$ cat src/rtl/digicode_sequencer.sv
// digicode_sequencer
//   Front end for the digicode FSM. Accepts keypad events by valid/ready
//   handshake, presents each key to digicode as a one-cycle code, and
//   generates the inter-key timeout pulse. Holds the door strike or siren
//   for a fixed time after digicode reports door/alarm, then clears
//   digicode. Counts consecutive alarms and locks the keypad out once
//   MAX_FAIL is reached.
// Ports
//   clk, reset            clock (rising edge), synchronous active-high reset
//   key_valid/key_code    keypad event in (0-9, A, B, C, P=4'hD)
//   key_ready             key accepted when key_valid && key_ready
//   dc_code               key presented to digicode, 4'hF = no key
//   dc_timeout            one-cycle inter-key timeout pulse to digicode
//   dc_reset              digicode reset (reset or CLEAR state)
//   dc_door, dc_alarm     digicode status
//   door_open, siren      actuator drives
//   locked                keypad lockout active
//   fail_count            consecutive failures so far
module digicode_sequencer #(
  parameter int unsigned CNT_W          = 16,
  parameter int unsigned TIMEOUT_CYCLES = 1000,
  parameter int unsigned DOOR_CYCLES    = 500,
  parameter int unsigned ALARM_CYCLES   = 2000,
  parameter int unsigned LOCK_CYCLES    = 10000,
  parameter int unsigned MAX_FAIL       = 3
) (
  input  logic       clk,
  input  logic       reset,
  input  logic       key_valid,
  input  logic [3:0] key_code,
  output logic       key_ready,
  output logic [3:0] dc_code,
  output logic       dc_timeout,
  output logic       dc_reset,
  input  logic       dc_door,
  input  logic       dc_alarm,
  output logic       door_open,
  output logic       siren,
  output logic       locked,
  output logic [2:0] fail_count
);

  localparam logic [CNT_W-1:0] TO_LAST    = CNT_W'(TIMEOUT_CYCLES - 1);
  localparam logic [CNT_W-1:0] DOOR_LAST  = CNT_W'(DOOR_CYCLES - 1);
  localparam logic [CNT_W-1:0] ALARM_LAST = CNT_W'(ALARM_CYCLES - 1);
  localparam logic [CNT_W-1:0] LOCK_LAST  = CNT_W'(LOCK_CYCLES - 1);
  localparam logic [2:0]       FAIL_MAX   = 3'(MAX_FAIL);
  localparam logic [3:0]       NO_KEY     = 4'hF;
  localparam logic [3:0]       KEY_C      = 4'hC;

  // S_TOUT is the cycle dc_timeout is shown to digicode; like S_PRESENT it
  // gives digicode one edge to react before SETTLE samples door/alarm.
  typedef enum logic [3:0] {
    S_CLEAR, S_IDLE, S_PRESENT, S_TOUT, S_SETTLE,
    S_ENTRY, S_OPEN, S_ALARM, S_LOCKOUT
  } state_t;

  state_t           state, next;
  logic [CNT_W-1:0] cnt;
  logic [2:0]       fail;
  logic [3:0]       key_q;
  logic             accept;

  assign dc_reset   = reset | (state == S_CLEAR);
  assign fail_count = fail;

  always_comb begin
    accept = key_valid && key_ready;
    next   = state;
    case (state)
      S_CLEAR:   next = (fail == FAIL_MAX) ? S_LOCKOUT : S_IDLE;
      S_IDLE:    if (accept) next = S_PRESENT;
      S_PRESENT: next = S_SETTLE;
      S_TOUT:    next = S_SETTLE;
      S_SETTLE: begin
        if (dc_door)             next = S_OPEN;
        else if (dc_alarm)       next = S_ALARM;
        else if (key_q == KEY_C) next = S_IDLE;
        else                     next = S_ENTRY;
      end
      // an accept in the timeout cycle takes priority over the timeout
      S_ENTRY: begin
        if (accept)              next = S_PRESENT;
        else if (cnt == TO_LAST) next = S_TOUT;
      end
      S_OPEN:    if (cnt == DOOR_LAST)  next = S_CLEAR;
      S_ALARM:   if (cnt == ALARM_LAST) next = S_CLEAR;
      S_LOCKOUT: if (cnt == LOCK_LAST)  next = S_IDLE;
      default:   next = S_CLEAR;
    endcase
  end

  always_ff @(posedge clk) begin
    if (reset) begin
      state      <= S_CLEAR;
      cnt        <= '0;
      fail       <= '0;
      key_q      <= NO_KEY;
      dc_code    <= NO_KEY;
      dc_timeout <= 1'b0;
      key_ready  <= 1'b0;
      door_open  <= 1'b0;
      siren      <= 1'b0;
      locked     <= 1'b0;
    end else begin
      state <= next;
      if (next != state) cnt <= '0;
      else               cnt <= cnt + 1'b1;

      if (state == S_SETTLE && next == S_OPEN)
        fail <= '0;
      else if (state == S_SETTLE && next == S_ALARM && fail != FAIL_MAX)
        fail <= fail + 3'd1;
      else if (state == S_LOCKOUT && next == S_IDLE)
        fail <= '0;

      // the timeout clears the remembered key so SETTLE never treats it as C
      if (accept)             key_q <= key_code;
      else if (next == S_TOUT) key_q <= NO_KEY;

      // outputs are decoded from the next state so they align with it
      dc_code    <= (next == S_PRESENT) ? key_code : NO_KEY;
      dc_timeout <= (next == S_TOUT);
      key_ready  <= (next == S_IDLE) || (next == S_ENTRY);
      door_open  <= (next == S_OPEN);
      siren      <= (next == S_ALARM);
      locked     <= (next == S_LOCKOUT);
    end
  end

endmodule

$ cat config.mk
export PLATFORM = sky130hd
export DESIGN_NAME = digicode_sequencer
export DESIGN_NICKNAME = d
export VERILOG_FILES = /design/src/rtl/digicode_sequencer.sv
export SDC_FILE = /design/constraint.sdc
export NUM_CORES = 1
export LEC_CHECK = 0
export CORE_AREA = 2 2 69 71
export CTS_BUF_LIST = sky130_fd_sc_hd__clkbuf_16
export DETAILED_ROUTE_END_ITERATION = 6
export DIE_AREA = 0 0 71 73
export PLACE_DENSITY = 0.59
export SETUP_SLACK_MARGIN = 0.1
export SLEW_MARGIN = 30
export SYNTH_ARGS = -nofsm -noshare
export SYNTH_HDL_FRONTEND = slang
export SYNTH_SLANG_ARGS = --single-unit
$ cat constraint.sdc
create_clock -name clk -period 3.3 [get_ports clk]
set_clock_uncertainty 0.1 [all_clocks]
set_input_delay 0.825 -clock clk [delete_from_list [all_inputs] [get_ports clk]]
set_output_delay 0.825 -clock clk [all_outputs]
set_load 0.05 [all_outputs]
Word level (Yosys, flattened, before mapping)
Index checks and enable logic that the tools add are counted.
{"block": "totals", "wordCells": 65, "in_bits": 9, "ff_bits": 36, "out_inout_bits": 13}
{"block": "op_classes", "n_bitwise": 2, "n_eq_ne": 23, "reduce_logical": 13, "n_addsub": 2, "n_mux": 15}
{"cell": "2-to-1 mux 4 bit", "count": 9}
{"cell": "case mux 4 bit (8 select lines)", "count": 1}
{"cell": "== test 4 x 3 -> 1 bit, second input constant", "count": 7}
{"cell": "adder 16 x 1 -> 16 bit, second input constant", "count": 1}
{"cell": "== test 16 x 10 -> 1 bit, second input constant", "count": 1}
{"cell": "== test 16 x 11 -> 1 bit, second input constant", "count": 1}
{"cell": "== test 16 x 14 -> 1 bit, second input constant", "count": 1}
{"cell": "== test 16 x 9 -> 1 bit, second input constant", "count": 1}
{"cell": "== test 4 x 2 -> 1 bit, second input constant", "count": 4}
{"cell": "2-to-1 mux 3 bit", "count": 5}
{"cell": "== test 4 bit, second input constant", "count": 3}
{"cell": "== test 4 x 1 -> 1 bit, second input constant", "count": 2}
{"cell": "OR reduction 2 bit", "count": 4}
{"cell": "logical AND 1 bit", "count": 5}
{"cell": "zero test 4 bit", "count": 1}
{"cell": "inequality test 4 bit", "count": 1}
{"cell": "nonzero test 2 bit", "count": 2}
{"cell": "adder 3 x 1 -> 3 bit, second input constant", "count": 1}
{"cell": "== test 3 x 2 -> 1 bit, second input constant", "count": 1}
{"cell": "inequality test 3 x 2 -> 1 bit, second input constant", "count": 1}
{"cell": "logical OR 1 bit", "count": 1}
{"cell": "NOT 1 bit", "count": 1}
{"cell": "OR 1 bit", "count": 1}

Depth between registers and ports, before layout
Gate-level depths: netlist of run 1.
{"block": "depth", "ltp_word": 9, "ltp_mapped": 9, "depth_no_buf": 7}

Least setup slack after synthesis of run 1
OpenSTA, ideal clock, no wires.
{"block": "synth_path", "kind": "in2out", "start": "input port reset", "end": "output port dc_reset", "slack_ns": 0.838, "path_stages": 2, "arrival_ns": 1.537, "required_ns": 2.375, "path_cell_list": "clkbuf_1 o21bai_1"}
{"block": "synth_via", "elab_chain_len": 1}
{"item": "from (decl)", "line": "28", "text": "input logic reset,"}
{"item": "OR 1 bit", "line": "64", "text": "assign dc_reset = reset | (state == S_CLEAR);"}
{"item": "to (decl)", "line": "34", "text": "output logic dc_reset,"}
No other way between the ends.

Worst setup path after layout of run 1
Ends and elaborated chain as after synthesis.

==> results.md, run 1 <==
- Outcome: completed
- Clk pin slew, worst setup/hold paths: 0.05 ns
- Worst Setup Start Kind: input pin
- Root Buffer: clkbuf_16
- Clk sinks: 36
- Yosys top cell by area: dfxtp_1
- Worst R2R Setup Slack: 0.73 ns
- Setup TNS: 0 ns
- Gpl congestion: 0.795
- DP HPWL: 2580 um
- Crit share post-route: 0.814
- Family with the most delay on the worst path: buffers and inverters
- Worst Path Arrival: 1.76 ns
- Synth cell types: 44
- Post-CTS resize count: 0
- Reg2reg start: cnt[0]
- Global-route usage over all layers: 0.142
- R2R depth: 7
- Final hold violation count: 0
- Die Wd: 71 um
- Power per cell area: 480 mW/mm2
- Crit Reg-Reg Endpoint: cnt[8]
- CP cell instances: clkdlybuf4s50_1 > o21bai_1 > buf_12
- Core ar.: 0.00454 mm2
- Critical path fanouts, max: 6
- Relative slew slack: 0.589
- Slowest-stage cell, CP: clkdlybuf4s50_1
- I/O pins: 22
- Area growth from synthesis to layout: 23.5%
- Design area: 0.00209 mm2
- Post-synth EDFFs: 0
- Syn_area_per_cell: 8.86 um2
- Final min period: 2.69 ns
- Die Y: 73 um
- # DRC: 0
- Worst path required time: 2.37 ns
- Post-Synthesis Cells: 191
- First-pass GRT wire length: 5780 um
- Cell Area, Synth: 0.00169 mm2
- Synthesized flop and latch total: 36
- Synth Net Count: 203
- Top-area cell type share of the netlist area: 0.426
- Post-CTS Setup Inserts: 0
- Vias/cell: 5.15
- Top FF cell, synth: dfxtp_1
- Initial antenna violation count: 0
- WL per Instance: 12.9 um
- Cell Area, Placed: 0.00195 mm2
- Worst slew pin tran: 0.612 ns
- N_diodes: 0
- Number of DRC markers in iteration 0: 56
- 1st-pass router iterations: 4
- Max Transition Viols Final: 0
- Syn. warnings: 0
- Max incr delay on CP: 0.57 ns
- Synth top cells by count: dfxtp_1 (36), nor2_1 (32), nand2_1 (13)
- Maxcap violations: 0
- Worst setup path class: input pin to output pin
- Die ar.: 0.00518 mm2
- IO buf count: 21
- Fillers: 435
- Residual overflow from global routing: 0
- Fmax: 372 MHz
- Max H-tree Level: 2
- Row cnt: 25
- Maximum VDD drop: 256 uV
- Hold path depth: 1
- Pin count of the biggest net entering global routing: 18
- CTS Buffer Depth: 2
- Largest cells by area after synthesis: dfxtp_1 (43%), nor2_1 (7.1%), xnor2_1 (3.6%)
- Top-count cell post-synth: dfxtp_1
- Worst Path Buf+Inv: 2
- Starting Density: 0.373
- Post-synth ARST share: 0
- Min-delay src: cnt[0]
- Ratio of cells with drive above 1 in the final layout: 0.0935
- LEAKAGE: 0.724 nW
- Detail Route Antenna Nets: 0
- Post-CTS Hold Buffers: 0
- Vias: 1381
- CTS tree: done
- Sequential fraction of the synthesis area: 0.426
- RSZ-0062 raised after global routing: false
- Routed wire length: 3450 um
- Crit path depth: 3
- Nets@finish: 225
- Vias in the first global route: 1285
- Worst Hold Endpoint: cnt[0]
- Clock Latency Late Sink: 0.28 ns
- Critical path capture point type: output pin
- Final setup vio count: 0
- Hold_ws: 0.352 ns
- HP Class: register to register
- Total CTS buffers: 5
## flip-flops by register name, summed over array words and instances, names as in the netlist
register and flops:
locked 1, dc_timeout 1, key_q 4, door_open 1, siren 1, state 4, key_ready 1, fail_count 3
cnt 16, dc_code 4
## cells in the final DEF (no fill, tap or decap), types with 2 or more instances in the layout
cell / n
a21oi_1: 4
and2_1: 2
and3_1: 2
buf_4: 2
clkbuf_16: 5
clkdlybuf4s50_1: 20
clkinv_2: 2
dfxtp_1: 36
ha_1: 3
inv_1: 8
mux2i_1: 3
nand2_1: 13
nand3_1: 9
nand3b_1: 2
nand4_1: 3
nor2_1: 32
nor2b_1: 2
nor3_1: 7
nor3b_1: 3
nor4_1: 5
nor4_2: 4
o21a_1: 2
o21ai_0: 2
o32a_1: 4
or2_2: 4
or4_1: 2
xnor2_1: 7
xor2_1: 7
## worst reg2reg max path, cell delays in order, from the launching register on
cell	delay, ns
dfxtp_1	0.35
ha_1	0.20
and3_1	0.26
nand4b_2	0.17
nor4_2	0.56
a2111o_1	0.21
a221o_1	0.47
nor2_1	0.11
## area by class of cell
type | count | area [um2] | share of cell area
clock buffers | 5 | 125 | 0.0599
inverters | 8 | 30.0 | 0.0144
well taps | 54 | 67.6 | 0.0323
flip-flops and latches | 36 | 721 | 0.345
multi-input cells | 139 | 897 | 0.429
clock inverters | 3 | 13.8 | 0.00659
repair buffers | 23 | 235 | 0.113
## metal layers
layer	wire length (um)	GRT usage	share of wire
met1	1770	0.187	0.51
met2	1500	0.221	0.43
met3	118	0.0414	0.034
met4	63	0.0566	0.018
met5	0	0	0
## power by group
group	switching [mW]	leakage (nW)	total [mW]	internal, mW
registers	0.0107	0.292	0.457	0.446
logic	0.0603	0.362	0.103	0.0427
clock network	0.169	0.0710	0.443	0.274
total	0.240	0.724	1.00	0.762
## through the flow
step	power, mW	util	setup WS, ns	std cells
after floorplan	0.530	-	0.838	191
after global placement	0.570	0.430	0.398	260
after detailed placement	0.569	0.430	0.386	260
after CTS	1.02	0.461	0.591	268
after global routing	1.04	0.461	0.512	268
final	1.00	0.461	0.614	268
## how the worst max path moves through the flow
stage	end	slack [ns]	startpoint
final	dc_reset	0.61	reset
after global routing	cnt[8]	0.51	cnt[0]
after CTS	dc_reset	0.59	reset
after detailed placement	cnt[14]	0.39	dc_door
after global placement	cnt[1]	0.40	dc_door
after floorplan	dc_reset	0.84	reset
## logic make-up after synthesis
group / count (synthesis) / share of synthesized area
simple gates: 100 / 0.331
flops: 36 / 0.426
compound gates: 19 / 0.0865
buf+inv: 16 / 0.0436
xor+xnor: 14 / 0.0725
mux: 3 / 0.0178
fa+ha+maj: 3 / 0.0222
(Power assumes the default switching activity.)
==> inputs of run 2 (changes only) <==
- PLACE_DENSITY: 0.59 -> 0.61
- clock period: 3.3 -> 2.4 ns (I/O delays scaled with it)
==> run 2 against run 1 <==
- flip-flop and latch count stayed put
- sequential share of layout area shrank 3.2 points
- utilization grew 5.2 points
- combinational power grew 74%
- clock power rose by 64%
- global-route usage is 0.89 points higher
- register-to-register slack lost 0.54 ns
- final area up 11%
- critical path type is now input pin to register
- highest routed layer unchanged
==> results.md, run 2 (synthesis gave the netlist of run 1 again) <==
- Number of DRC markers in iteration 0: 116 (was 56)
- Final min period: 2.26 ns
- Gate power share: 0.117 (was 0.103)
- Final worst setup slack: 0.140 ns (was 0.614 ns)
- Most common cell after layout, fill and taps aside: nor2_1 (was dfxtp_1)
- Switching Share: 0.227 (was 0.240)
- Worst setup path class: input pin to register (was input pin to output pin)
- Worst Setup Start Kind: input pin (unchanged)
- Worst slew pin tran: 0.478 ns (was 0.612 ns)
- Crit share post-route: 0.942
- Die Wd: 71 um (unchanged)
- Switch Pwr: 0.349 mW (was 0.240 mW)
- Pre-CTS setup slack: -0.226 ns (was 0.386 ns)
- Register with the most flip-flops: cnt (unchanged)
- Worst Path Arrival: 2.32 ns (was 1.76 ns)
- Ratio of cells with drive above 1 in the final layout: 0.211 (was 0.0935)
- IO buf count: 21 (unchanged)
- Worst Path Buf+Inv: 2 (unchanged)
- Critical path origin: dc_door (was reset)
- Critical path fanouts, max: 4 (was 6)
- Leading cell types in the layout, fill and taps excluded: nor2_1 (32), dfxtp_1 (31), clkdlybuf4s50_1 (19), buf_4 (15), nand2_1 (13) (was dfxtp_1 (36), nor2_1 (32), clkdlybuf4s50_1 (20), nand2_1 (13), nand3_1 (9))
- # DRC: 0 (unchanged)
- First-pass GRT wire length: 6090 um (was 5780 um)
- Nets@finish: 239 (was 225)
- WL per Instance: 13.0 um (was 12.9 um)
- Max FFs per register: 16 (unchanged)
- Maximum VDD drop: 356 uV (was 256 uV)
- CP cell instances: clkdlybuf4s50_1 > and2_4 > a211oi_2 > o21a_1 > buf_4 > nor3_4 > nand3b_1 > or2_2 (was clkdlybuf4s50_1 > o21bai_1 > buf_12)
- Max H-tree Level: 2 (unchanged)
- Family with the most delay on the worst path: simple AND/OR/NAND/NOR gates (was buffers and inverters)
- Int Power: 1.19 mW (was 0.762 mW)
- CTS Buffer Depth: 2 (unchanged)
- Vias in the first global route: 1281 (was 1285)
- CTS tree: done (unchanged)
- DP HPWL: 2610 um (was 2580 um)
- Clock Latency Late Sink: 0.28 ns (about the same)
- Slowest-stage cell, CP: clkdlybuf4s50_1 (unchanged)
- Reg2reg start: cnt[1] (was cnt[0])
- Outcome: completed (unchanged)
- Worst path required time: 2.46 ns (was 2.37 ns)
- Design area: 0.00232 mm2 (was 0.00209 mm2)
- Pin count of the biggest net entering global routing: 18 (unchanged)
- Gpl congestion: 0.754 (was 0.795)
- I/O pins: 22 (unchanged)
- Power Total: 1.53 mW (was 1.00 mW)
- Area growth from synthesis to layout: 37.4% (was 23.5%)
- RSZ-0062 raised after global routing: false (unchanged)
- Routed wire length: 3650 um (was 3450 um)
- N_diodes: 0 (unchanged)
- Vias: 1454 (was 1381)
- Total CTS buffers: 5 (unchanged)
- Global-route usage over all layers: 0.151 (was 0.142)
- Clk pin slew, worst setup/hold paths: 0.06 ns (was 0.05 ns)
- Core ar.: 0.00454 mm2 (unchanged)
- Fmax: 443 MHz
- Critical path capture point type: register (was output pin)
- Vias/cell: 5.16 (was 5.15)
- HP Class: register to register (unchanged)
- Clk network pwr share: 0.473 (was 0.442)
- Residual overflow from global routing: 0 (unchanged)
- LEAKAGE: 0.857 nW (was 0.724 nW)
- Share of power burned in registers: 0.410 (was 0.455)
- Max Transition Viols Final: 0 (unchanged)
- Initial antenna violation count: 0 (unchanged)
- Die Y: 73 um (unchanged)
- Detail Route Antenna Nets: 0 (unchanged)
- Cell Area, Placed: 0.00206 mm2 (was 0.00195 mm2)
- 1st-pass router iterations: 5 (was 4)
- Die ar.: 0.00518 mm2 (unchanged)
- Min-delay src: key_q[1] (was cnt[0])
- Relative slew slack: 0.673 (was 0.589)
- Max incr delay on CP: 0.50 ns (was 0.57 ns)
- Root Buffer: clkbuf_16 (unchanged)
- Power per cell area: 660 mW/mm2 (was 480 mW/mm2)
- Hold_ws: 0.372 ns (was 0.352 ns)
- Starting Density: 0.373 (unchanged)
- Clk sinks: 36 (unchanged)
- Final hold violation count: 0 (unchanged)
- Maxcap violations: 0 (unchanged)
- Row cnt: 25 (unchanged)
- Final setup vio count: 0 (unchanged)
run 2: cell count changes in the layout (fill, tap and decap cells not counted), moves of 2 or more:
cell | previous run | this run
buf_4 | 2 | 15
dfxtp_2 | 0 | 5
nor4_2 | 4 | 2
dfxtp_1 | 36 | 31
nor4_4 | 0 | 2
run 2: path summary, 6_finish.rpt:
check	slack [ns]	end	depth (start not counted)
max	0.14	dc_code[1]	8
min	0.37	key_q[1]	1
max reg2reg	0.19	fail_count[0]	8
min reg2reg	0.37	key_q[1]	1
run 2: layout make-up:
type	count	area, um2
Multi-Input combinational cell	139	976
Clock inverter	3	42.5
Timing Repair Buffer	37	355
Clock buffer	5	125
Sequential cell	36	727
Tap cell	54	67.6
Fill cell	437	2210
Inverter	8	30.0
run 2: repair_timing:
action                                  4_1_cts  5_1_grt
setup buffers                                 0        2
pin swaps                                     0        5
resized for setup                             1       17
endpoints found under the setup margin        1       31
hold buffers                                  0        0
run 2: per-layer routing:
layer,GRT usage,vias up,share of wire
met2,0.218,28,0.45
met3,0.0456,7,0.037
met5,0,-,0
li1,-,742,-
met4,0.0692,0,0.020
met1,0.208,677,0.49
run 2: through the flow:
step / TNS [ns] / utilization / std cells
finish: 0 / 0.512 / 282
global route: 0 / 0.512 / 282
CTS: 0 / 0.491 / 280
detailed placement: -2.61 / 0.453 / 272
global placement: -1.53 / 0.453 / 272
floorplan: 0 / - / 191
run 2: power groups by stage:
stage	logic, mW	clock network [mW]	registers (mW)
3_5_place_dp	0.164	0	0.641
6_report	0.179	0.725	0.629
5_1_grt	0.195	0.769	0.632
2_1_floorplan	0.0819	0	0.647
3_3_place_gp	0.163	0	0.641
4_1_cts	0.165	0.746	0.628
==> inputs of run 3 (changes only) <==
- CORE_AREA: 2 2 69 71 -> 3 3 70 72
- DIE_AREA: 0 0 71 73 -> 0 0 73 75
==> run 3 against run 2 <==
- global-route usage decreased by 0.52 points
- critical path depth decreased by 5
- register-to-register slack about the same
- power about the same
- clock-buffer cell count unchanged
- flip-flop and latch count unchanged
- via count decreased by 0.41%
- utilization increased by 1.6 points
- non-clock buffer count decreased by 1
- fmax increased by 1.6%
- hold slack improved by 0.0061 ns
- wire length increased by 1.8%
- largest cell class unchanged
- largest power group unchanged
==> results.md, run 3 (synthesis gave the netlist of run 1 again) <==
- First-pass GRT wire length: 6160 um (was 6090 um)
- Core ar.: 0.00435 mm2 (was 0.00454 mm2)
- Starting Density: 0.389 (was 0.373)
- Row cnt: 24 (was 25)
- Worst slew pin tran: 0.521 ns (was 0.478 ns)
- Die Y: 75 um (was 73 um)
- Outcome: completed (unchanged)
- Critical path capture point type: output pin (was register)
- Number of DRC markers in iteration 0: 71 (was 116)
- Global-route usage over all layers: 0.146 (was 0.151)
- Register with the most flip-flops: cnt (unchanged)
- Die ar.: 0.00548 mm2 (was 0.00518 mm2)
- Critical Path End: dc_reset (was dc_code[1])
- Pre-CTS setup slack: -0.207 ns (was -0.226 ns)
- Gpl congestion: 0.806 (was 0.754)
- Worst R2R Setup Slack: 0.19 ns (about the same)
- Final min period: 2.22 ns (was 2.26 ns)
- Max Transition Viols Final: 0 (unchanged)
- Worst setup path class: input pin to output pin (was input pin to register)
- Total CTS buffers: 5 (unchanged)
- Post-CTS Hold Buffers: 0 (unchanged)
- N_diodes: 0 (unchanged)
- Int Power: 1.18 mW (was 1.19 mW)
- Root Buffer: clkbuf_16 (unchanged)
- Dpl cells: 271 (was 272)
- CTS Buffer Depth: 2 (unchanged)
- 1st-pass router iterations: 4 (was 5)
- WL per Instance: 13.3 um (was 13.0 um)
- Clk network pwr share: 0.481 (was 0.473)
- Max layer used: met4 (unchanged)
- Clk pin slew, worst setup/hold paths: 0.05 ns (was 0.06 ns)
- Power Total: 1.53 mW (about the same)
- Max incr delay on CP: 0.56 ns (was 0.50 ns)
- Ratio of cells with drive above 1 in the final layout: 0.198 (was 0.211)
- Area growth from synthesis to layout: 36.0% (was 37.4%)
- Final worst setup slack: 0.176 ns (was 0.140 ns)
- R2R depth: 7 (was 8)
- HP Class: register to register (unchanged)
- Final Util: 0.528 (was 0.512)
- Switching Share: 0.232 (was 0.227)
- Gate power share: 0.108 (was 0.117)
- Most common cell after layout, fill and taps aside: dfxtp_1 (was nor2_1)
- CP cell instances: clkdlybuf4s50_1 > o21bai_1 > buf_12 (was clkdlybuf4s50_1 > and2_4 > a211oi_2 > o21a_1 > buf_4 > nor3_4 > nand3b_1 > or2_2)
- Met2 wire length: 1650 um (was 1660 um)
- Slowest-stage cell, CP: clkdlybuf4s50_1 (unchanged)
- Fmax: 450 MHz (was 443 MHz)
- Worst Path Arrival: 1.52 ns (was 2.32 ns)
- Hold path depth: 1 (unchanged)
- Pin count of the biggest net entering global routing: 18 (unchanged)
- Max H-tree Level: 2 (unchanged)
- Hold_ws: 0.378 ns (was 0.372 ns)
- Critical path origin: reset (was dc_door)
- Reg2reg start: cnt[0] (was cnt[1])
- Relative slew slack: 0.650 (was 0.673)
- RSZ-0062 raised after global routing: false (unchanged)
- Design area: 0.00230 mm2 (was 0.00232 mm2)
- # DRC: 0 (unchanged)
- Initial antenna violation count: 0 (unchanged)
- I/O pins: 22 (unchanged)
- Leading cell types in the layout, fill and taps excluded: dfxtp_1 (33), nor2_1 (32), clkdlybuf4s50_1 (19), buf_4 (14), nand2_1 (13) (was nor2_1 (32), dfxtp_1 (31), clkdlybuf4s50_1 (19), buf_4 (15), nand2_1 (13))
- Vias/cell: 5.19 (was 5.16)
- Metal3 WL: 149 um (was 135 um)
- LEAKAGE: 0.850 nW (was 0.857 nW)
- Share of power burned in registers: 0.411 (was 0.410)
- Routed wire length: 3720 um (was 3650 um)
- Maximum VDD drop: 339 uV (was 356 uV)
- Final hold violation count: 0 (unchanged)
- Wire length on met1: 1860 um (was 1780 um)
- Switch Pwr: 0.356 mW (was 0.349 mW)
- Maxcap violations: 0 (unchanged)
- Die Wd: 73 um (was 71 um)
- Clk sinks: 36 (unchanged)
- Power per cell area: 666 mW/mm2 (was 660 mW/mm2)
- Crit Reg-Reg Endpoint: fail_count[2] (was fail_count[0])
- Max FFs per register: 16 (unchanged)
- Post-CTS Setup Inserts: 0 (unchanged)
- Worst Setup Start Kind: input pin (unchanged)
- Nets@finish: 238 (was 239)
- Cell Count, Final, Fillers Out: 279 (was 282)
- Critical path fanouts, max: 6 (was 4)
- Cell Area, Placed: 0.00206 mm2 (about the same)
- Detail Route Antenna Nets: 0 (unchanged)
- Vias in the first global route: 1357 (was 1281)
- Setup TNS: 0 ns (unchanged)
- Crit share post-route: 0.927 (was 0.942)
- Vias: 1448 (was 1454)
- IO buf count: 21 (unchanged)
- DP HPWL: 2620 um (was 2610 um)
- Clock Latency Late Sink: 0.28 ns (about the same)
- Residual overflow from global routing: 0 (unchanged)
- Worst path required time: 1.70 ns (was 2.46 ns)
- Final setup vio count: 0 (unchanged)
- CTS tree: done (unchanged)
## run 3: how the worst min path moves through the flow
| stage | from | to | slack [ns] |
|---|---|---|---|
| floorplan | cnt[0] | cnt[0] | 0.32 |
| global placement | cnt[0] | cnt[0] | 0.33 |
| detailed placement | cnt[0] | cnt[0] | 0.34 |
| CTS | cnt[0] | cnt[0] | 0.35 |
| global route | key_q[1] | key_q[1] | 0.41 |
| finish | key_q[1] | key_q[1] | 0.38 |
## run 3: layer usage
layer | track usage | up-vias
li1 | - | 741
met1 | 0.192 | 675
met2 | 0.221 | 26
met3 | 0.0454 | 6
met4 | 0.0615 | 0
met5 | 0 | -
## run 3: power groups by stage
stage	registers, mW	logic, mW	clock network (mW)
after floorplan	0.647	0.0819	0
after global placement	0.641	0.160	0
after detailed placement	0.641	0.159	0
after CTS	0.628	0.161	0.753
after global routing	0.632	0.181	0.776
final	0.630	0.165	0.738
## run 3: timing repair
item	CTS	global route
gates resized for setup	1	13
pin swaps	0	4
setup endpoints to repair	1	29
## run 3: critical path, delay by kind of cell
kind / cells / cell delay, ns
buffers and inverters: 2 / 0.73
AO/OA/AOI/OAI: 1 / 0.19
## run 3: layout make-up
cell class              count  area [um2]
multi-input cells         139         966
repair buffers             36         348
clock inverters             3        42.5
clock buffers               5         125
fillers                   395        2050
inverters                   8        30.0
flip-flops and latches     36         724
well taps                  52        65.1
